**src/rtl/sc_datamem_mmio.sv**
```systemverilog
// Data memory with byte-enable RAM and an MMIO window for the single-cycle CPU:
// hex/LED outputs, switch/key inputs, key edge capture, compare timer and irq.
module sc_datamem_mmio #(
    parameter int          ADDR_W  = 5,
    parameter int          NUM_HEX = 6,
    parameter int          LED_W   = 10,
    parameter int          SW_W    = 10,
    parameter int          KEY_W   = 3,
    parameter logic [23:0] IO_BASE = 24'hffffff
) (
    input  logic                 clock,
    input  logic                 reset,
    input  logic [31:0]          addr,
    input  logic [31:0]          datain,
    input  logic                 we,
    input  logic [3:0]           be,
    output logic [31:0]          dataout,
    input  logic [SW_W-1:0]      sw,
    input  logic [KEY_W-1:0]     key,
    output logic [7*NUM_HEX-1:0] hex,
    output logic [LED_W-1:0]     led,
    output logic                 irq
);

    localparam int DEPTH = 2 ** ADDR_W;

    logic [31:0]                 mem [DEPTH];
    logic [ADDR_W-1:0]           idx;
    logic [7:0]                  off;
    logic                        io_sel, io_wr, ram_wr;

    logic [NUM_HEX-1:0][6:0]     hex_r;
    logic [LED_W-1:0]            led_r;
    logic [KEY_W-1:0]            ks1, ks2, ks3, key_edge, ke_clr, ke_set;
    logic [31:0]                 count, compare;
    logic [3:0]                  ctrl;
    logic                        status, match, st_clr;
    logic                        unused_ok;

    assign idx    = addr[ADDR_W+1:2];
    assign off    = addr[7:0];
    assign io_sel = (addr[31:8] == IO_BASE);
    assign io_wr  = we & io_sel;
    assign ram_wr = we & ~io_sel;
    assign unused_ok = ^addr[1:0];

    // RAM is intentionally left out of reset so data survives a CPU reset
    always_ff @(posedge clock) begin
        if (ram_wr) begin
            for (int b = 0; b < 4; b++)
                if (be[b]) mem[idx][8*b +: 8] <= datain[8*b +: 8];
        end
    end

    for (genvar i = 0; i < NUM_HEX; i++) begin : g_hex
        always_ff @(posedge clock) begin
            if (reset)                          hex_r[i] <= '1;
            else if (io_wr && off == 8'(16*i))  hex_r[i] <= datain[6:0];
        end
    end

    assign hex = hex_r;
    assign led = led_r;

    always_ff @(posedge clock) begin
        if (reset)                       led_r <= '0;
        else if (io_wr && off == 8'h60)  led_r <= datain[LED_W-1:0];
    end

    // Key synchroniser and previous-sample flops idle high so reset never fakes an edge
    assign ke_set = ks3 & ~ks2;
    assign ke_clr = (io_wr && off == 8'h90) ? datain[KEY_W-1:0] : '0;

    always_ff @(posedge clock) begin
        if (reset) begin
            ks1      <= '1;
            ks2      <= '1;
            ks3      <= '1;
            key_edge <= '0;
        end else begin
            ks1      <= key;
            ks2      <= ks1;
            ks3      <= ks2;
            key_edge <= (key_edge & ~ke_clr) | ke_set;
        end
    end

    assign match  = ctrl[0] && (count == compare);
    assign st_clr = io_wr && off == 8'hD0 && datain[0];

    // CPU write to COUNT beats both the increment and the auto-reload
    always_ff @(posedge clock) begin
        if (reset) begin
            count   <= '0;
            compare <= '1;
            ctrl    <= '0;
            status  <= 1'b0;
        end else begin
            if (io_wr && off == 8'hA0)  count <= datain;
            else if (match && ctrl[2])  count <= '0;
            else if (ctrl[0])           count <= count + 32'd1;
            if (io_wr && off == 8'hB0)  compare <= datain;
            if (io_wr && off == 8'hC0)  ctrl <= datain[3:0];
            status <= (status & ~st_clr) | match;
        end
    end

    assign irq = (ctrl[1] & status) | (ctrl[3] & |key_edge);

    always_comb begin
        dataout = '0;
        if (!io_sel) begin
            dataout = mem[idx];
        end else begin
            for (int i = 0; i < NUM_HEX; i++)
                if (off == 8'(16*i)) dataout = 32'(hex_r[i]);
            case (off)
                8'h60:   dataout = 32'(led_r);
                8'h70:   dataout = 32'(ks2);
                8'h80:   dataout = 32'(sw);
                8'h90:   dataout = 32'(key_edge);
                8'hA0:   dataout = count;
                8'hB0:   dataout = compare;
                8'hC0:   dataout = 32'(ctrl);
                8'hD0:   dataout = 32'(status);
                default: ;
            endcase
        end
    end

endmodule

```
**config.mk**
```make
export PLATFORM = sky130hd
export DESIGN_NAME = sc_datamem_mmio
export DESIGN_NICKNAME = d
export VERILOG_FILES = /design/src/rtl/sc_datamem_mmio.sv
export SDC_FILE = /design/constraint.sdc
export NUM_CORES = 1
export LEC_CHECK = 0
export ABC_AREA = 1
export CAP_MARGIN = 25
export CORE_MARGIN = 1.5
export CORE_UTILIZATION = 44
export DETAILED_ROUTE_END_ITERATION = 10
export PLACE_DENSITY = 0.63
export SETUP_SLACK_MARGIN = 0.4
export SYNTH_ARGS = -nofsm -noshare
export SYNTH_HDL_FRONTEND = slang
export SYNTH_SLANG_ARGS = --single-unit
```
**constraint.sdc**
```tcl
create_clock -name clock -period 2.9 [get_ports clock]
set_input_delay 0.58 -clock clock [delete_from_list [all_inputs] [get_ports clock]]
set_output_delay 0.58 -clock clock [all_outputs]
set_load 0.02 [all_outputs]
```
==> implementation parameters <==
Parameter                              Value

Outcome
  Outcome    finished, violations left
  Violations in the final reports    negative setup slack

Synthesis
  Mapped Nets    3784
  Count of warnings emitted by yosys    0
  Number of standard cells after synthesis    3699
  Most area-hungry cell type in the Yosys netlist    sky130_fd_sc_hd__edfxtp_1
  Share of flip-flops with an asynchronous set or reset after synthesis    0%
  Yosys cell types    45
  Fraction of synthesized cell area taken by the top area cell type    66.2%
  Netlist Area Pre-Place    46400 um2
  Count of flip-flops with a built-in enable after synthesis    1024
  Per-instance average area after synthesis    12.6 um2
  Top cells by area in the synthesized netlist    sky130_fd_sc_hd__edfxtp_1, sky130_fd_sc_hd__a22oi_1, sky130_fd_sc_hd__dfxtp_1, sky130_fd_sc_hd__nand2_1, sky130_fd_sc_hd__a21oi_1
  Number of flip-flops and latches in the synthesized netlist    1157
  Share of the yosys chip area belonging to registers    72.0%
  Top_reg_cell synth    sky130_fd_sc_hd__edfxtp_1

Die
  Die X-Extent    328 um
  Standard cell core area    104000 um2
  DIE AREA    107000 um2
  Starting utilization of the core area    44.6%
  Io pins    169
  Die extent in y    328 um
  Number of placement rows    118

STA
  Clock period minus final worst setup slack    3030 ps
  Sum of negative setup slack    -2220 ps
  Slew Limit Headroom    43.6%
  Hold Slack    406 ps
  Crit share post-route    105%
  Clk_skew    25.9 ps
  Minimum setup slack in the final design    -133 ps
  Setup repair after global routing missed its margin    true
  Number of hold violations in the final report    0
  Final slew viol count    0
  Setup Viol. Count Final    30
  Slew at the pin closest to its max-slew limit    843 ps
  Fmax achieved    330 MHz

Clock network
  Number of buffers added by the clock tree synthesis step    112
  Source-to-sink clock delay at the later pin of the worst-skew pair    710 ps
  H-Tree Level Count    3
  CTS tree    done
  Clock-pin slew reported for the worst setup and hold paths after clock tree synthesis    60 ps
  Number of buffers between clock root and the deepest sink    3
  Clk sink count    1157
  Count of hold-fix buffers inserted at cts    0
  CTS root buf    sky130_fd_sc_hd__clkbuf_16

Critical path
  Critical Path AT    2450 ps
  Required time reported for the critical path endpoint    2320 ps
  Kind of start point of the critical path    primary input
  Highest net fanout along the worst path    7
  Endpoint type of the worst setup path    output pin
  Worst setup path category    in2out
  FF-to-FF setup slack    580 ps

Placed design
  DPL Wire Length    102 mm
  Routability Congestion    0.946
  Count of buffers from port buffering    168
  Post-DP Area    53800 um2

Drt
  Wirelength per Cell    27.2 um
  DR DRC count    0
  First-pass iteration count of the detailed router    6
  Wirelength, routed    159 mm
  Avg Vias per Cell    5.97
  Via count    34900
  Count of nets left with antenna violations after detail routing    0
  Number of DRC violations after detailed-routing iteration 0    4383

Final layout
  Final #Nets    4453
  Area added between synthesis and finish    32.8%
  Filler Cells Inserted    7992
  Ratio of cells with drive above 1 in the final layout    29.2%
  Final design instance area without fill    61600 um2

Power and ir drop
  Total power density per cell area    588 nW/um2
  Combinational Power Share    8.6%
  Net Sw Frac    22.8%
  Pwr Total    0.0362 W
  Internal power of the cells    0.0280 W
  Peak supply drop    0.000524 V
  Leakage power    22.2 nW
  Sequential share of power    50.4%
  Switching power total    0.00826 W
  Portion of total power attributed to the clock network    41.0%

GRT
  GRT overflow    0
  Via count of the first global-routing pass    33700
  First-pass GRT wire length    227 mm
  Number of antenna violations at the first check in global routing    2
  Largest net degree at the start of global routing    50
  Overall Global Routing Usage    28.9%

Run
  Max-cap violations    0

Min path
  HP Class    reg2reg
-- power by group through the flow --
| stage | Sequential (W) | Combinational (W) | Clock, W |
|---|---|---|---|
| 3_5_place_dp | 0.0186 | 0.00242 | 0 |
| 3_3_place_gp | 0.0186 | 0.00241 | 0 |
| 4_1_cts | 0.0182 | 0.00293 | 0.0149 |
| 5_1_grt | 0.0182 | 0.00324 | 0.0155 |
| 6_report | 0.0182 | 0.00312 | 0.0149 |
| 2_1_floorplan | 0.0186 | 0.000910 | 0 |
-- timing repair --
item,in CTS,in global routing
pin swaps,206,141
gates resized for setup,690,176
setup endpoints to repair,209,711
setup buffers,54,15
cloned,25,7
-- per-stage QoR --
stage,util (%),setup WS [ps],std cells
global route,59.2,-219,5842
detailed placement,51.7,-1240,5533
floorplan,-,405,3699
finish,59.2,-133,5843
CTS,58.2,-109,5820
global placement,51.7,-1310,5533
-- cell usage after synthesis, drive strengths merged, types with 2 or more instances --
cell type	instances
edfxtp	1024
nand2	630
a22oi	511
a21oi	313
nor2	259
inv	155
nand3	146
clkbuf	135
dfxtp	133
nor3	85
buf	84
o211ai	53
o21ai	52
o22ai	30
nand4	26
nand3b	12
xor2	12
a211oi	11
or2	10
xnor2	4
clkinv	3
nor4	2
-- per-layer routing --
metal | share of wire, % | vias to the layer above | GRT usage (%)
met4 | 3.7 | 2 | 9.88
met5 | 0.0075 | - | 0
met2 | 47 | 1907 | 45.8
li1 | - | 15200 | -
met1 | 40 | 17400 | 40.4
met3 | 9.5 | 323 | 5.05
-- flip-flops by register name, summed over array words and instances (netlist names), 4 cells and up --
| signal | cells |
|---|---|
| mem | 1024 |
| hex | 42 |
| compare | 32 |
| count | 32 |
| led | 10 |
| ctrl | 4 |
-- logic make-up after synthesis --
| logic type | after synthesis | synth area share (%) |
|---|---|---|
| AOI/OAI and AO/OA | 976 | 13.8 |
| xor gates and xnor gates | 16 | 0.302 |
| adders and majority gates | 1 | 0.0269 |
| buffers and inverters | 377 | 3.26 |
| DFF | 1157 | 72.0 |
| and+or+nand+nor | 1172 | 10.7 |
-- area by class of cell --
type                            instances  area, um2  share of cell area (%)
Tap cell                             1380       1730                    2.80
Timing Repair Buffer                  774       8520                    13.8
Clock buffer                          154       3110                    5.04
Clock inverter                         54        614                   0.997
Inverter                              158        636                    1.03
Multi-Input combinational cell       2165      13600                    22.1
Sequential cell                      1157      33400                    54.2
Antenna cell                            1       2.50                 0.00406
-- cells in the final DEF (no fill, tap or decap), types with 24 or more instances in the layout --
| cell | synthesis | routed |
|---|---|---|
| sky130_fd_sc_hd__buf_12 | 0 | 97 |
| sky130_fd_sc_hd__nor2_2 | 9 | 24 |
| sky130_fd_sc_hd__a22oi_1 | 511 | 406 |
| sky130_fd_sc_hd__nor3_2 | 1 | 34 |
| sky130_fd_sc_hd__a21oi_2 | 0 | 112 |
| sky130_fd_sc_hd__nor3_1 | 83 | 48 |
| sky130_fd_sc_hd__buf_16 | 0 | 33 |
| sky130_fd_sc_hd__clkdlybuf4s50_1 | 0 | 108 |
| sky130_fd_sc_hd__o21ai_0 | 51 | 45 |
| sky130_fd_sc_hd__o211ai_1 | 53 | 53 |
| sky130_fd_sc_hd__nand3_2 | 2 | 26 |
| sky130_fd_sc_hd__clkbuf_16 | 0 | 121 |
| sky130_fd_sc_hd__buf_4 | 7 | 416 |
| sky130_fd_sc_hd__nand2_4 | 1 | 30 |
| sky130_fd_sc_hd__clkbuf_1 | 131 | 28 |
| sky130_fd_sc_hd__a21oi_1 | 313 | 193 |
| sky130_fd_sc_hd__o22ai_1 | 30 | 24 |
| sky130_fd_sc_hd__dfxtp_1 | 133 | 132 |
| sky130_fd_sc_hd__edfxtp_1 | 1024 | 1024 |
| sky130_fd_sc_hd__nand2_1 | 621 | 531 |
| sky130_fd_sc_hd__nand3_1 | 144 | 108 |
| sky130_fd_sc_hd__nor2_1 | 246 | 222 |
| sky130_fd_sc_hd__buf_6 | 0 | 77 |
| sky130_fd_sc_hd__nand2_2 | 8 | 65 |
| sky130_fd_sc_hd__inv_1 | 142 | 128 |
| sky130_fd_sc_hd__nand4_1 | 26 | 26 |
| sky130_fd_sc_hd__a22oi_2 | 0 | 105 |
-- worst max-delay path: stages --
cell                      delay, ps
sky130_fd_sc_hd__buf_12          90
sky130_fd_sc_hd__buf_6           90
sky130_fd_sc_hd__nor2_4          40
sky130_fd_sc_hd__buf_6          110
sky130_fd_sc_hd__buf_12         140
sky130_fd_sc_hd__buf_16         160
sky130_fd_sc_hd__buf_8          130
sky130_fd_sc_hd__buf_16         140
sky130_fd_sc_hd__a22oi_2        160
sky130_fd_sc_hd__a21oi_2         80
sky130_fd_sc_hd__nor3_2         270
sky130_fd_sc_hd__nand2_1        110
sky130_fd_sc_hd__nand3_2        120
sky130_fd_sc_hd__nand2_2         70
sky130_fd_sc_hd__buf_6          130
-- worst paths after layout --
| check | cells after the start | from | end |
|---|---|---|---|
| min reg2reg | 1 | ks1[2] | ks2[2] |
| max | 15 | addr[3] | dataout[26] |
| max reg2reg | 10 | count[0] | count[16] |
| min | 1 | ks1[2] | ks2[2] |
Power figures use the tool's default switching activity.
